**src/rtl/cpu_types_pkg.sv**
```systemverilog
// Shared CPU datapath types: word type, dcache block geometry and the
// memory-stage controller state encoding.
package cpu_types_pkg;

  localparam int WORD_W = 32;

  typedef logic [WORD_W-1:0] word_t;

  // Low address bits that select a word inside a dcache block.
  localparam int DCACHE_BLK_OFF_BITS = 3;

  typedef enum logic [1:0] {
    IDLE   = 2'd0,
    ACCESS = 2'd1,
    DONE   = 2'd2
  } memstate_t;

endpackage

```
**src/rtl/llsc_link_reg.sv**
```systemverilog
// LL/SC link register: remembers the block reserved by the last LL and
// drops the reservation on halt, snoop invalidate, SC completion or a
// plain store to the reserved block.
module llsc_link_reg #(
  parameter int BLK_W = 29
) (
  input  logic             clk,
  input  logic             rst_n,
  input  logic             halt_clr,
  input  logic             snoop_inv,
  input  logic [BLK_W-1:0] snoop_blk,
  input  logic             ll_set,
  input  logic             sc_done,
  input  logic             sw_done,
  input  logic [BLK_W-1:0] op_blk,
  output logic             link_match
);

  logic             link_valid_r;
  logic [BLK_W-1:0] link_blk_r;
  logic [BLK_W-1:0] snoop_tgt_s;
  logic             snoop_hit_s;

  // Block compare for SC/SW, and snoop compare against the block the link
  // will hold after this cycle (a same-cycle LL block counts, so SC fails).
  always_comb begin
    link_match  = link_valid_r && (link_blk_r == op_blk);
    snoop_tgt_s = ll_set ? op_blk : link_blk_r;
    snoop_hit_s = snoop_inv && (snoop_tgt_s == snoop_blk);
  end

  // Prioritised link update: halt, snoop, LL set, SC done, SW to linked block.
  always_ff @(posedge clk or negedge rst_n) begin
    if (!rst_n) begin
      link_valid_r <= 1'b0;
      link_blk_r   <= {BLK_W{1'b0}};
    end else if (halt_clr) begin
      link_valid_r <= 1'b0;
    end else if (snoop_hit_s) begin
      link_valid_r <= 1'b0;
    end else if (ll_set) begin
      link_valid_r <= 1'b1;
      link_blk_r   <= op_blk;
    end else if (sc_done) begin
      link_valid_r <= 1'b0;
    end else if (sw_done && link_match) begin
      link_valid_r <= 1'b0;
    end else begin
      link_valid_r <= link_valid_r;
    end
  end

endmodule

```
**src/rtl/mem_stage_ctrl.sv**
```systemverilog
// Memory-stage controller: issues dcache requests from the EX/MEM latch,
// stalls the pipeline until dhit, evaluates SC against the LL link and
// returns load / SC result data for MEM/WB. Halt is sticky until reset.
module mem_stage_ctrl
  import cpu_types_pkg::*;
#(
  parameter int BLK_OFF_BITS = DCACHE_BLK_OFF_BITS,
  parameter int WORD_W       = 32
) (
  input  logic              CLK,
  input  logic              nRST,
  input  logic              ex_valid,
  input  logic              ex_DRen,
  input  logic              ex_DWen,
  input  logic              ex_LL,
  input  logic              ex_SC,
  input  logic              ex_halt,
  input  logic [WORD_W-1:0] ex_addr,
  input  logic [WORD_W-1:0] ex_store,
  input  logic              dhit,
  input  logic [WORD_W-1:0] dmemload,
  input  logic              snoop_inv,
  input  logic [WORD_W-1:0] snoop_addr,
  output logic              dmemREN,
  output logic              dmemWEN,
  output logic [WORD_W-1:0] dmemaddr,
  output logic [WORD_W-1:0] dmemstore,
  output logic              mem_stall,
  output logic [WORD_W-1:0] mem_rdata,
  output logic              halt_o
);

  localparam int BLK_W = WORD_W - BLK_OFF_BITS;

  memstate_t         state_r;
  logic              ren_r;
  logic              wen_r;
  logic [WORD_W-1:0] addr_r;
  logic [WORD_W-1:0] store_r;
  logic [WORD_W-1:0] rdata_q_r;
  logic              halt_r;

  logic              mem_op_s;
  logic              halt_req_s;
  logic              link_match_s;
  logic              sc_fail_s;
  logic              hit_s;
  logic              ll_set_s;
  logic              sc_done_s;
  logic              sw_done_s;
  logic              mem_stall_s;
  logic              snoop_off_unused_s;

  // Word offset of a snoop is irrelevant: invalidation is per block.
  assign snoop_off_unused_s = ^snoop_addr[BLK_OFF_BITS-1:0];

  // Decode of the current EX/MEM instruction against the FSM state.
  always_comb begin
    halt_req_s = (state_r == IDLE) && ex_valid && ex_halt;
    mem_op_s   = ex_valid && !ex_halt && (ex_DRen || ex_DWen);
    sc_fail_s  = (state_r == IDLE) && mem_op_s && ex_SC && !link_match_s;
    hit_s      = (state_r == ACCESS) && dhit;
    ll_set_s   = hit_s && ex_LL;
    sc_done_s  = sc_fail_s || (hit_s && ex_SC);
    sw_done_s  = hit_s && ex_DWen && !ex_SC;
    case (state_r)
      IDLE:    mem_stall_s = mem_op_s;
      ACCESS:  mem_stall_s = 1'b1;
      DONE:    mem_stall_s = 1'b0;
      default: mem_stall_s = 1'b0;
    endcase
  end

  llsc_link_reg #(
    .BLK_W(BLK_W)
  ) u_link (
    .clk       (CLK),
    .rst_n     (nRST),
    .halt_clr  (halt_req_s),
    .snoop_inv (snoop_inv),
    .snoop_blk (snoop_addr[WORD_W-1:BLK_OFF_BITS]),
    .ll_set    (ll_set_s),
    .sc_done   (sc_done_s),
    .sw_done   (sw_done_s),
    .op_blk    (ex_addr[WORD_W-1:BLK_OFF_BITS]),
    .link_match(link_match_s)
  );

  // Memory FSM with registered request drive, result capture and sticky halt.
  always_ff @(posedge CLK or negedge nRST) begin
    if (!nRST) begin
      state_r   <= IDLE;
      ren_r     <= 1'b0;
      wen_r     <= 1'b0;
      addr_r    <= {WORD_W{1'b0}};
      store_r   <= {WORD_W{1'b0}};
      rdata_q_r <= {WORD_W{1'b0}};
      halt_r    <= 1'b0;
    end else begin
      case (state_r)
        IDLE: begin
          if (halt_req_s) begin
            halt_r <= 1'b1;
          end
          if (sc_fail_s) begin
            rdata_q_r <= {WORD_W{1'b0}};
            state_r   <= DONE;
          end else if (mem_op_s) begin
            ren_r   <= ex_DRen;
            wen_r   <= ex_DWen;
            addr_r  <= ex_addr;
            store_r <= ex_store;
            state_r <= ACCESS;
          end else begin
            state_r <= IDLE;
          end
        end
        ACCESS: begin
          if (dhit) begin
            ren_r   <= 1'b0;
            wen_r   <= 1'b0;
            addr_r  <= {WORD_W{1'b0}};
            store_r <= {WORD_W{1'b0}};
            if (ex_DRen) begin
              rdata_q_r <= dmemload;
            end else if (ex_SC) begin
              rdata_q_r <= {{(WORD_W-1){1'b0}}, 1'b1};
            end
            state_r <= DONE;
          end
        end
        DONE: begin
          state_r <= IDLE;
        end
        default: begin
          state_r <= IDLE;
        end
      endcase
    end
  end

  assign dmemREN   = ren_r;
  assign dmemWEN   = wen_r;
  assign dmemaddr  = addr_r;
  assign dmemstore = store_r;
  assign mem_stall = mem_stall_s;
  assign mem_rdata = rdata_q_r;
  assign halt_o    = halt_r;

endmodule

```
**config.mk**
```make
export PLATFORM = sky130hd
export DESIGN_NAME = mem_stage_ctrl
export DESIGN_NICKNAME = d
export VERILOG_FILES = /design/src/rtl/cpu_types_pkg.sv /design/src/rtl/llsc_link_reg.sv /design/src/rtl/mem_stage_ctrl.sv
export SDC_FILE = /design/constraint.sdc
export NUM_CORES = 1
export LEC_CHECK = 0
export ABC_AREA = 0
export BUFFER_PORTS_ARGS = -buffer_cell sky130_fd_sc_hd__buf_2
export CORE_ASPECT_RATIO = 0.9
export CORE_MARGIN = 2
export CORE_UTILIZATION = 30
export DETAILED_ROUTE_END_ITERATION = 6
export GPL_TIMING_DRIVEN = 0
export PLACE_DENSITY_LB_ADDON = 0.12
export SLEW_MARGIN = 20
export SYNTH_ARGS = -nofsm -noshare
export SYNTH_HDL_FRONTEND = slang
export SYNTH_SLANG_ARGS = --single-unit
```
**constraint.sdc**
```tcl
create_clock -name CLK -period 7.6 [get_ports CLK]
set_input_delay 1.9 -clock CLK [delete_from_list [all_inputs] [get_ports CLK]]
set_output_delay 1.9 -clock CLK [all_outputs]
set_load 0.01 [all_outputs]
```
==> load_flow_metrics.sql, run 1 <==
INSERT INTO impl_metrics (metric_group, metric, value, unit) VALUES
('synth', 'synth_nets', '720', ''),
('status', 'result_of_the_run', 'finished, final reports clean', ''),
('synth', 'yosys.area_share.simple', '13.35', '%'),
('setup_path', 'crit_path_max_fanout', '8', ''),
('layout', 'final_net_count', '974', ''),
('synth', 'postSynth.asyncResetShare', '100.0', '%'),
('layout', 'layout.cells.most_common_list', '238 x sky130_fd_sc_hd__buf_2, 131 x sky130_fd_sc_hd__dfrtp_1, 89 x sky130_fd_sc_hd__and3_1', ''),
('synth', 'synth.lib_cells_used.distinct', '46', ''),
('synth', 'synth.area.mux_share', '11.60', '%'),
('synth', 'parity_gate_share_of_the_synthesized_area_counting_xor_and_xnor_cells', '7.272', '%'),
('layout', 'final_layout_size_suffix_gt1_share', '45.75', '%'),
('setup_path', 'critPathRequiredTime', '5.70', 'ns'),
('sta', 'timing_hold_violations_final', '0', ''),
('floorplanning', 'io-pin-count', '238', ''),
('setup_path', 'slowest_delay', '0.23', 'ns'),
('layout', 'area_growth_syn_to_layout', '32.49', '%'),
('global_routing', 'gr-usage-met3', '4.717', '%'),
('routing', 'dr.first_iter.drc_count', '257', ''),
('synth', 'synth_edf_count', '0', ''),
('layout', 'sequential_cell_area', '3278', 'µm²'),
('pwr', 'power.net_switching', '816.7', 'µW'),
('layout', 'layout_commonest_cell', 'sky130_fd_sc_hd__buf_2', ''),
('synth', 'syn_area_per_cell', '11.38', 'µm²'),
('cts', 'clk_pin_slew_worst_paths', '0.06', 'ns'),
('floorplanning', 'die_y_extent', '145.0', 'µm'),
('global_routing', 'globalRoute.busiestLayer', 'met2', ''),
('routing', 'postRouteWirelength', '22.14', 'mm'),
('synth', 'yosys_register_bits', '131', ''),
('global_routing', 'grt_first_pass_wirelength', '34.64', 'mm'),
('placed_design', 'place_worst_setup_slack', '2.809', 'ns'),
('global_routing', 'use_met2', '30.26', '%'),
('placed_design', 'buffer_ports.inserted', '234', ''),
('setup_path', 'crit_family', 'compound AO/OA/AOI/OAI gates', ''),
('sta', 'final.setup.worst_slack', '3.150', 'ns'),
('routing', 'vias_after_detailed_routing', '5626', ''),
('synth', 'ys_warn_count', '0', ''),
('placed_design', 'dp.cells', '1108', ''),
('global_routing', 'grt_start_max_net_pins', '88', ''),
('flow_run', 'max_cap_viol_count', '0', ''),
('sta', 'setup_total_negative_slack', '0', 'ns'),
('global_routing', 'first_global_vias', '5990', ''),
('layout', 'multi_input_area', '3039', 'µm²'),
('sta', 'final.setup_skew', '0.01053', 'ns'),
('sta', 'achievable-frequency', '224.7', 'MHz'),
('synth', 'yosysSeqAreaShare', '49.49', '%'),
('setup_path', 'criticalPathCategory', 'in2out', ''),
('pwr', 'power.total', '2568', 'µW'),
('routing', 'number_of_vias_per_cell', '4.935', ''),
('cts', 'clock_tree_from_tritoncts', 'done', ''),
('placed_design', 'hpwl', '17.19', 'mm'),
('sta', 'slew_headroom', '54.11', '%'),
('global_routing', 'overflow', '0', ''),
('sta', 'timing.final.crit_period', '4.450', 'ns'),
('pwr', 'reg_power_share', '39.0', '%'),
('setup_path', 'worstSetupStartpointType', 'input pin', ''),
('cts', 'post-cts-setup-buffers', '0', ''),
('setup_path', 'crit_arrival', '2.55', 'ns'),
('worst_hold_path', 'hold_path_class', 'reg2reg', ''),
('layout', 'post_layout_nonfiller_instances', '1140', ''),
('pwr', 'irDropWorstVdd', '0.1252', 'mV'),
('routing', 'post_drt_wl_per_cell', '19.42', 'µm'),
('synth', 'post_synth_inst_count', '582', ''),
('synth', 'post_synth_design_cell_area', '6624', 'µm²'),
('pwr', 'cellPowerDensity', '292.6', 'nW/µm²'),
('pwr', 'power.clock.fraction', '31.7', '%'),
('sta', 'tightestPinTransition', '0.6710', 'ns'),
('pwr', 'relative_contribution_of_combinational_cells_to_total_power', '29.2', '%'),
('cts', 'post_cts_resized', '0', ''),
('cts', 'worst_skew_pair.late_latency', '0.42', 'ns'),
('cts', 'cts_buffer_depth', '2', ''),
('placed_design', 'final_gp_congestion', '0.8616', '');
==> worst reg2reg max path, stage by stage (launching register included) <==
cell and delay (ns):
sky130_fd_sc_hd__dfrtp_1 0.41, sky130_fd_sc_hd__xor2_1 0.31, sky130_fd_sc_hd__nor4_1 0.09, sky130_fd_sc_hd__and3_1 0.22
sky130_fd_sc_hd__nand4_1 0.25, sky130_fd_sc_hd__a21bo_2 0.30, sky130_fd_sc_hd__clkbuf_1 0.45, sky130_fd_sc_hd__clkbuf_1 0.41
sky130_fd_sc_hd__clkbuf_1 0.41, sky130_fd_sc_hd__nand3_1 0.14, sky130_fd_sc_hd__o31ai_1 0.10
==> cell type report <==
cell class                 count  area share (%)
antenna                        1         0.02851
buffer                        44           2.338
clock buffer                  19           5.047
clock inverter                12           1.526
inverter                      27           1.155
multi-input combinational    380           34.63
sequential                   131           37.35
tap                          291           4.149
timing repair buffer         235           13.77
==> cells in the mapped netlist, types with 3 or more instances <==
cell,instances,share of area [%]
sky130_fd_sc_hd__a21oi_1,3,0.23
sky130_fd_sc_hd__a221oi_1,3,0.40
sky130_fd_sc_hd__a31o_1,3,0.40
sky130_fd_sc_hd__a31o_2,54,7.1
sky130_fd_sc_hd__and3_1,89,8.4
sky130_fd_sc_hd__buf_1,3,0.17
sky130_fd_sc_hd__buf_2,5,0.38
sky130_fd_sc_hd__buf_6,3,0.51
sky130_fd_sc_hd__clkbuf_1,32,1.8
sky130_fd_sc_hd__dfrtp_1,131,49
sky130_fd_sc_hd__inv_1,27,1.5
sky130_fd_sc_hd__mux2_1,4,0.68
sky130_fd_sc_hd__mux2_2,46,7.8
sky130_fd_sc_hd__mux2_4,7,1.6
sky130_fd_sc_hd__mux2i_1,10,1.5
sky130_fd_sc_hd__nand2_1,14,0.79
sky130_fd_sc_hd__nand3_1,12,0.91
sky130_fd_sc_hd__nand4_1,9,0.85
sky130_fd_sc_hd__nor2b_1,4,0.38
sky130_fd_sc_hd__nor3_1,4,0.30
sky130_fd_sc_hd__nor4_1,10,0.94
sky130_fd_sc_hd__o211ai_1,5,0.57
sky130_fd_sc_hd__o21ai_0,6,0.45
sky130_fd_sc_hd__o22ai_1,9,0.85
sky130_fd_sc_hd__o31ai_1,9,1.0
sky130_fd_sc_hd__xnor2_1,27,3.6
sky130_fd_sc_hd__xor2_1,28,3.7
==> per-stage QoR <==
| stage | hold slack [ns] | util (%) |
|---|---|---|
| 6_report | 0.4732 | 40.57 |
| 3_3_place_gp | 0.4637 | 37.72 |
| 4_1_cts | 0.4734 | 40.56 |
| 5_1_grt | 0.4891 | 40.56 |
| 2_1_floorplan | 0.5122 | - |
| 3_5_place_dp | 0.4601 | 37.89 |
==> state kept, by name, indices dropped and copies added, names as in the netlist <==
register             cells
dmemstore               32
u_link.link_valid_r      1
u_link.link_blk_r       29
halt_o                   1
dmemaddr                32
state_r                  2
dmemWEN                  1
mem_rdata               32
dmemREN                  1
==> final timing paths <==
| path | start | end | slack, ns | cells after the start |
|---|---|---|---|---|
| worst max-delay path | ex_DRen | mem_stall | 3.15 | 4 |
| worst max register to register | u_link.link_blk_r[11] | dmemaddr[19] | 4.42 | 10 |
| worst min-delay path | halt_o | halt_o | 0.47 | 1 |
| worst min register to register | halt_o | halt_o | 0.47 | 1 |
| max in group asynchronous | nRST | dmemstore[13] | 5.46 | 2 |
| min in group asynchronous | nRST | dmemaddr[26] | 1.36 | 1 |
==> cells by family (layout without fill, tap and decap cells) <==
kind of cell    Yosys count  count (layout)
simple gates            150             150
flops                   131             131
compound gates          108             108
buf+inv                  71             337
mux                      67              67
xor+xnor                 55              55
other cells               0               1
==> power by group through the flow <==
stage               Clock (µW)  Sequential (µW)  Combinational [µW]
CTS                        836             1000                 759
finish                     814             1000                 751
floorplan                    0             1050                 402
global placement             0             1010                 746
detailed placement           0             1010                 754
global route               869             1030                 824
==> routing by layer <==
layer,vias to the layer above,wire [µm]
met3,22,1360
met2,171,10200
met4,0,387
met5,-,0
li1,2654,-
met1,2779,10190
(Power assumes the default switching activity.)
==> inputs of run 2 (changes only) <==
--- a/config.mk
+++ b/config.mk
@@ -5,7 +5,7 @@
 export SDC_FILE = /design/constraint.sdc
 export NUM_CORES = 1
 export LEC_CHECK = 0
-export ABC_AREA = 0
+export ABC_AREA = 1
 export BUFFER_PORTS_ARGS = -buffer_cell sky130_fd_sc_hd__buf_2
 export CORE_ASPECT_RATIO = 0.9
 export CORE_MARGIN = 2
==> constraint.sdc (replaced) <==
create_clock -name CLK -period 4.2 [get_ports CLK]
set_input_delay 1.05 -clock CLK [delete_from_list [all_inputs] [get_ports CLK]]
set_output_delay 1.05 -clock CLK [all_outputs]
set_load 0.01 [all_outputs]
==> run 2 against run 1 <==
  * Clock-buffer cell count fell by 1
  * Sequential share of layout area fell by 2.6 points
  * Critical path type is now reg2out
  * Clock skew rose by 0.0014 ns
  * Die area rose by 9.2%
  * Via count rose by 39%
  * Register-to-register slack got worse by 3.0 ns
  * Wire length rose by 29%
==> load_flow_metrics.sql, run 2 <==
INSERT INTO impl_metrics (metric_group, metric, value, unit) VALUES
('synth', 'yosysSeqAreaShare', '45.20', '%'),
('floorplanning', 'io-pin-count', '238', ''),
('sta', 'rsz0062_at_grt', 'false', ''),
('global_routing', 'global_route_usage_over_all_layers', '22.73', '%'),
('sta', 'timing.final.crit_period', '3.263', 'ns'),
('sta', 'slew_headroom', '47.94', '%'),
('cts', 'post-cts-setup-buffers', '0', ''),
('placed_design', 'dpl_cell_area', '8828', 'µm²'),
('routing', 'dr.first_iter.drc_count', '617', ''),
('floorplanning', 'die_area', '25430', 'µm²'),
('sta', 'tightestPinTransition', '0.7810', 'ns'),
('sta', 'setup_viol_count_final', '0', ''),
('synth', 'syn_area_per_cell', '7.096', 'µm²'),
('global_routing', 'first_global_vias', '7390', ''),
('global_routing', 'grt_first_pass_wirelength', '43.83', 'mm'),
('sta', 'final.setup_skew', '0.01197', 'ns'),
('layout', 'layout_commonest_cell', 'sky130_fd_sc_hd__nand2_1', ''),
('synth', 'postSynth.asyncResetShare', '100.0', '%'),
('routing', 'vias_after_detailed_routing', '7825', ''),
('setup_path', 'endpoint_kind', 'output pin', ''),
('global_routing', 'antenna_found_initial', '0', ''),
('floorplanning', 'floorplan.core_area', '23540', 'µm²'),
('pwr', 'p_leak', '0.005254', 'µW'),
('synth', 'synth_nets', '1160', ''),
('synth', 'dominantRegCellSynth', 'sky130_fd_sc_hd__dfrtp_1', ''),
('layout', 'multi_input_area', '3388', 'µm²'),
('routing', 'number_of_vias_per_cell', '4.924', ''),
('layout', 'fillers', '2550', ''),
('layout', 'post_layout_nonfiller_instances', '1589', ''),
('synth', 'post-synth-top-count-cell', 'sky130_fd_sc_hd__nand2_1', ''),
('sta', 'achievable-frequency', '306.5', 'MHz'),
('cts', 'cts_buffer_depth', '2', ''),
('layout', 'sequential_cell_area', '3278', 'µm²'),
('layout', 'layout.cells.most_common_list', '362 x sky130_fd_sc_hd__nand2_1, 260 x sky130_fd_sc_hd__nand3_1, 243 x sky130_fd_sc_hd__buf_2', ''),
('cts', 'clock_tree_from_tritoncts', 'done', ''),
('placed_design', 'final_gp_congestion', '0.8922', ''),
('floorplanning', 'initial_core_util', '30.81', '%'),
('synth', 'synth_edf_count', '0', ''),
('synth', 'ys_warn_count', '0', ''),
('flow_run', 'max_cap_viol_count', '0', ''),
('pwr', 'irDropWorstVdd', '0.2128', 'mV'),
('layout', 'fin_util', '40.03', '%'),
('sta', 'period_share', '77.69', '%'),
('sta', 'timing_hold_violations_final', '0', ''),
('placed_design', 'hpwl', '21.03', 'mm'),
('sta', 'timing.hold.ws', '0.4708', 'ns'),
('synth', 'synthDominantCellAreaShare', '45.20', '%'),
('setup_path', 'critPathRequiredTime', '3.15', 'ns'),
('cts', 'post_cts_resized', '0', ''),
('worst_hold_path', 'hold_path_class', 'reg2reg', ''),
('cts', 'htree_num_levels', '4', ''),
('routing', 'first_pass_iters', '5', ''),
('routing', 'postRouteWirelength', '28.64', 'mm'),
('setup_path', 'crit_path_max_fanout', '10', ''),
('synth', 'ys_top_cells_by_area', 'sky130_fd_sc_hd__dfrtp_1 45%, sky130_fd_sc_hd__nand2_1 19%, sky130_fd_sc_hd__nand3_1 18%', ''),
('sta', 'setup_total_negative_slack', '0', 'ns'),
('floorplanning', 'die_y_extent', '151.5', 'µm'),
('synth', 'post-synth-top-area-cell', 'sky130_fd_sc_hd__dfrtp_1', ''),
('cts', 'cts_buffers', '17', ''),
('routing', 'post_drt_wl_per_cell', '18.02', 'µm'),
('layout', 'final_net_count', '1412', ''),
('sta', 'drv_slew', '0', ''),
('setup_path', 'worstSetupStartpointType', 'flip-flop', ''),
('setup_path', 'worst-r2r-setup-slack', '1.47', 'ns'),
('cts', 'cts_sinks', '131', ''),
('placed_design', 'buffer_ports.inserted', '232', ''),
('floorplanning', 'chipWidth', '167.9', 'µm'),
('cts', 'cts.root.buffer_cell', 'sky130_fd_sc_hd__clkbuf_16', ''),
('layout', 'postLayoutCellArea', '9424', 'µm²'),
('pwr', 'cellPowerDensity', '527.2', 'nW/µm²'),
('layout', 'antenna-diode-count', '0', ''),
('routing', 'remaining_drc_errors', '0', ''),
('layout', 'area_growth_syn_to_layout', '29.95', '%'),
('placed_design', 'dp.cells', '1557', ''),
('status', 'result_of_the_run', 'finished, final reports clean', ''),
('cts', 'cts_hold_buf', '0', ''),
('global_routing', 'overflow', '0', ''),
('global_routing', 'grt_start_max_net_pins', '73', ''),
('synth', 'post_synth_top_cells', '362 x sky130_fd_sc_hd__nand2_1, 260 x sky130_fd_sc_hd__nand3_1, 131 x sky130_fd_sc_hd__dfrtp_1, 74 x sky130_fd_sc_hd__inv_1, 36 x sky130_fd_sc_hd__nor2_1', ''),
('synth', 'post_synth_design_cell_area', '7252', 'µm²'),
('floorplanning', 'row_count', '53', ''),
('synth', 'post_synth_inst_count', '1022', ''),
('layout', 'final_layout_size_suffix_gt1_share', '22.77', '%'),
('cts', 'worst_skew_pair.late_latency', '0.43', 'ns'),
('setup_path', 'criticalPathCategory', 'reg2out', ''),
('synth', 'synth.lib_cells_used.distinct', '27', ''),
('routing', 'route.antenna.remaining_nets', '0', ''),
('setup_path', 'crit_arrival', '2.21', 'ns'),
('synth', 'yosys_register_bits', '131', ''),
('cts', 'clk_pin_slew_worst_paths', '0.07', 'ns');
## run 2: final timing paths
| check | endpoint | startpoint | cells past startpoint |
|---|---|---|---|
| min | halt_o | halt_o | 2 |
| max reg2reg | dmemaddr[11] | u_link.link_blk_r[12] | 13 |
| max | mem_stall | state_r[1] | 6 |
| min in group asynchronous | mem_rdata[18] | nRST | 1 |
| max in group asynchronous | dmemaddr[30] | nRST | 2 |
| min reg2reg | halt_o | halt_o | 2 |
## run 2: layout make-up
| class | instances | area share, % |
|---|---|---|
| multi-input combinational | 748 | 35.95 |
| buffer | 63 | 3.027 |
| clock inverter | 14 | 1.766 |
| timing repair buffer | 233 | 12.72 |
| sequential | 131 | 34.78 |
| inverter | 80 | 3.186 |
| clock buffer | 18 | 4.554 |
| tap | 302 | 4.010 |
## run 2: metrics by stage
stage / setup slack (ns) / total power (µW)
after CTS: 0.9171 / 5012
final: 0.9369 / 4968
after global routing: 0.7336 / 5313
after global placement: -0.04251 / 3414
after detailed placement: 0.7376 / 3431
after floorplan: 1.548 / 2773
## run 2: critical path, cell delays in order (launching register included)
cell and delay, ns:
sky130_fd_sc_hd__dfrtp_1 0.46, sky130_fd_sc_hd__inv_2 0.10, sky130_fd_sc_hd__nand2_4 0.16, sky130_fd_sc_hd__clkbuf_1 0.39, sky130_fd_sc_hd__clkbuf_1 0.44, sky130_fd_sc_hd__nand2_1 0.09, sky130_fd_sc_hd__buf_2 0.15
## run 2: per-layer routing
layer / wire length, µm / vias to the layer above / track usage [%] / part of all wire [%]
met3: 1927 / 23 / 4.701 / 6.7
met5: 0 / - / 0 / 0
met4: 340 / 0 / 4.913 / 1.2
met1: 13730 / 3688 / 32.65 / 48
met2: 12650 / 287 / 35.39 / 44
li1: - / 3827 / - / -
## run 2: cells by family (layout without fill, tap and decap cells)
logic type	count (synthesis)	after routing	synth area share [%]
simple gates	700	700	42.91
buf+inv	143	408	8.075
flops	131	131	45.20
compound gates	39	39	2.726
xor+xnor	9	9	1.087
## run 2: report_power, final
part	total, µW	switching [µW]	internal [µW]
Clock	1560	664	894
Sequential	1820	230	1590
Combinational	1590	977	615
Total	4970	1870	3100
==> inputs of run 3 (changes only) <==
==> constraint.sdc (replaced) <==
create_clock -name CLK -period 3.18 [get_ports CLK]
set_input_delay 0.795 -clock CLK [delete_from_list [all_inputs] [get_ports CLK]]
set_output_delay 0.795 -clock CLK [all_outputs]
set_load 0.01 [all_outputs]
==> run 3 against run 2 <==
  * Clock power rose by 32%
  * First-iteration DRC count rose by 1.9%
  * Non-clock buffer count did not move
  * Register-to-register slack got worse by 1.0 ns
==> load_flow_metrics.sql, run 3 (same netlist as run 2, synthesis figures left out) <==
INSERT INTO impl_metrics (metric_group, metric, value, unit) VALUES
('setup_path', 'cp-endpoint', 'mem_stall', ''),
('pwr', 'cellPowerDensity', '696.7', 'nW/µm²'),
('global_routing', 'grt_first_pass_wirelength', '43.83', 'mm'),
('layout', 'fillers', '2550', ''),
('routing', 'number_of_vias_per_cell', '4.931', ''),
('sta', 'final.setup_skew', '0.01151', 'ns'),
('cts', 'cts_buffers', '17', ''),
('routing', 'postRouteWirelength', '28.65', 'mm'),
('layout', 'final_layout_size_suffix_gt1_share', '22.84', '%'),
('setup_path', 'slowest_delay', '0.46', 'ns'),
('cts', 'cts_sinks', '131', ''),
('cts', 'cts_buffer_depth', '2', ''),
('floorplanning', 'chipWidth', '167.9', 'µm'),
('cts', 'htree_num_levels', '4', ''),
('pwr', 'power.net_switching', '2476', 'µW'),
('global_routing', 'antenna_found_initial', '0', ''),
('floorplanning', 'io-pin-count', '238', ''),
('status', 'result_of_the_run', 'finished, final reports clean', ''),
('pwr', 'power.clock.fraction', '31.4', '%'),
('pwr', 'p_leak', '0.005257', 'µW'),
('floorplanning', 'floorplan.core_area', '23540', 'µm²'),
('sta', 'period_share', '90.76', '%'),
('pwr', 'power.total', '6566', 'µW'),
('layout', 'layout_commonest_cell', 'sky130_fd_sc_hd__nand2_1', ''),
('sta', 'tightestPinTransition', '0.7766', 'ns'),
('setup_path', 'critPathRequiredTime', '2.38', 'ns'),
('setup_path', 'critical_path.reg2reg.startpoint', 'u_link.link_blk_r[12]', ''),
('routing', 'vias_after_detailed_routing', '7835', ''),
('sta', 'timing_hold_violations_final', '0', ''),
('sta', 'rsz0062_at_grt', 'false', ''),
('flow_run', 'max_cap_viol_count', '0', ''),
('cts', 'cts.root.buffer_cell', 'sky130_fd_sc_hd__clkbuf_16', ''),
('sta', 'achievable-frequency', '346.5', 'MHz'),
('pwr', 'reg_power_share', '36.6', '%'),
('sta', 'timing.final.crit_period', '2.886', 'ns'),
('layout', 'final_net_count', '1412', ''),
('floorplanning', 'die_y_extent', '151.5', 'µm'),
('routing', 'post_drt_wl_per_cell', '18.03', 'µm'),
('sta', 'drv_slew', '0', ''),
('setup_path', 'critical_path_depth', '6', ''),
('layout', 'antenna-diode-count', '0', ''),
('cts', 'clk_pin_slew_worst_paths', '0.07', 'ns'),
('routing', 'dr.first_iter.drc_count', '629', ''),
('placed_design', 'dp.cells', '1557', ''),
('setup_path', 'endpoint_kind', 'output pin', ''),
('sta', 'setup_viol_count_final', '0', ''),
('routing', 'route.antenna.remaining_nets', '0', ''),
('setup_path', 'worstSetupStartpointType', 'flip-flop', ''),
('global_routing', 'first_global_vias', '7390', ''),
('floorplanning', 'initial_core_util', '30.81', '%'),
('cts', 'worst_skew_pair.late_latency', '0.43', 'ns'),
('pwr', 'power.share.switching', '37.70', '%'),
('pwr', 'relative_contribution_of_combinational_cells_to_total_power', '32.1', '%'),
('placed_design', 'buffer_ports.inserted', '232', ''),
('layout', 'layout.cells.most_common_list', '362 x sky130_fd_sc_hd__nand2_1, 260 x sky130_fd_sc_hd__nand3_1, 243 x sky130_fd_sc_hd__buf_2', ''),
('setup_path', 'worst_r2r_endpoint', 'dmemaddr[11]', ''),
('sta', 'slew_headroom', '48.23', '%'),
('cts', 'clock_tree_from_tritoncts', 'done', ''),
('setup_path', 'timing.critical_path.from', 'state_r[1]', ''),
('floorplanning', 'die_area', '25430', 'µm²'),
('placed_design', 'dpl_cell_area', '8828', 'µm²'),
('setup_path', 'cpMaxStageDelayCell', 'sky130_fd_sc_hd__dfrtp_1', ''),
('setup_path', 'crit_arrival', '2.09', 'ns'),
('floorplanning', 'row_count', '53', ''),
('routing', 'remaining_drc_errors', '0', ''),
('setup_path', 'worst-r2r-setup-slack', '0.44', 'ns'),
('global_routing', 'overflow', '0', ''),
('pwr', 'irDropWorstVdd', '0.2824', 'mV'),
('cts', 'post-cts-setup-buffers', '0', ''),
('placed_design', 'hpwl', '21.03', 'mm'),
('placed_design', 'final_gp_congestion', '0.8922', ''),
('global_routing', 'global_route_usage_over_all_layers', '22.73', '%'),
('pwr', 'internal_power', '4091', 'µW'),
('routing', 'first_pass_iters', '5', ''),
('layout', 'area_growth_syn_to_layout', '29.97', '%'),
('layout', 'post_layout_nonfiller_instances', '1589', ''),
('setup_path', 'criticalPathCategory', 'reg2out', ''),
('setup_path', 'crit_path_max_fanout', '10', ''),
('global_routing', 'grt_start_max_net_pins', '73', ''),
('setup_path', 'crit_family', 'buffers and inverters', ''),
('worst_hold_path', 'hold_path_class', 'in2async', ''),
('setup_path', 'critical_path.n_buffers_inverters', '4', ''),
('setup_path', 'rr_worst_depth', '13', ''),
('layout', 'postLayoutCellArea', '9425', 'µm²'),
('setup_path', 'cp_cell_sequence', 'inv_2 -> nand2_4 -> clkbuf_1 -> clkbuf_2 -> nand2_1 -> buf_2', '');
==> run 3: cell counts in the layout (fill, tap and decap cells not counted) <==
No cell type changed its count.
==> run 3: layout make-up <==
| type | instances | area, µm² | area share, % |
|---|---|---|---|
| Clock inverter | 14 | 166.4 | 1.766 |
| Timing Repair Buffer | 233 | 1199 | 12.72 |
| Inverter | 80 | 300.3 | 3.186 |
| Tap cell | 302 | 377.9 | 4.009 |
| Clock buffer | 18 | 429.2 | 4.553 |
| Buffer | 63 | 286.5 | 3.040 |
| Multi-Input combinational cell | 748 | 3388 | 35.95 |
| Sequential cell | 131 | 3278 | 34.78 |
==> run 3: how the worst min path moves through the flow <==
stage                       endpoint  slack [ns]  cells past startpoint
2_1_floorplan  u_link.link_blk_r[13]        0.46                      2
3_3_place_gp                  halt_o        0.45                      2
3_5_place_dp                  halt_o        0.45                      2
4_1_cts                mem_rdata[16]        0.37                      1
5_1_grt                mem_rdata[16]        0.39                      1
6_report               mem_rdata[18]        0.35                      1
==> run 3: layer usage <==
layer / track usage [%] / vias to the layer above / wire length (µm)
li1: - / 3825 / -
met1: 32.65 / 3704 / 13700
met2: 35.39 / 283 / 12650
met3: 4.701 / 23 / 1980
met4: 4.913 / 0 / 321
met5: 0 / - / 0
==> run 3: repair_timing <==
action / in CTS / in global routing
setup endpoints to repair: 0 / 1
hold buffers: 0 / 0
gates resized for setup: 0 / 2
==> run 3: power by group through the flow <==
stage	Combinational (µW)	Sequential [µW]	Clock, µW
global route	2380	2470	2180
finish	2100	2400	2060
CTS	2120	2400	2100
detailed placement	2100	2430	0
global placement	2090	2420	0
floorplan	1140	2530	0
==> run 3: per-stage QoR <==
stage / setup slack, ns / TNS, ns / utilization, % / hold WS (ns)
2_1_floorplan: 0.8225 / 0 / - / 0.4638
3_3_place_gp: -0.8075 / -103.08 / 37.34 / 0.4478
3_5_place_dp: -0.02743 / -0.06473 / 37.50 / 0.4457
4_1_cts: 0.1521 / 0 / 40.03 / 0.3680
5_1_grt: 0.1375 / 0 / 40.04 / 0.3925
6_report: 0.2940 / 0 / 40.04 / 0.3479
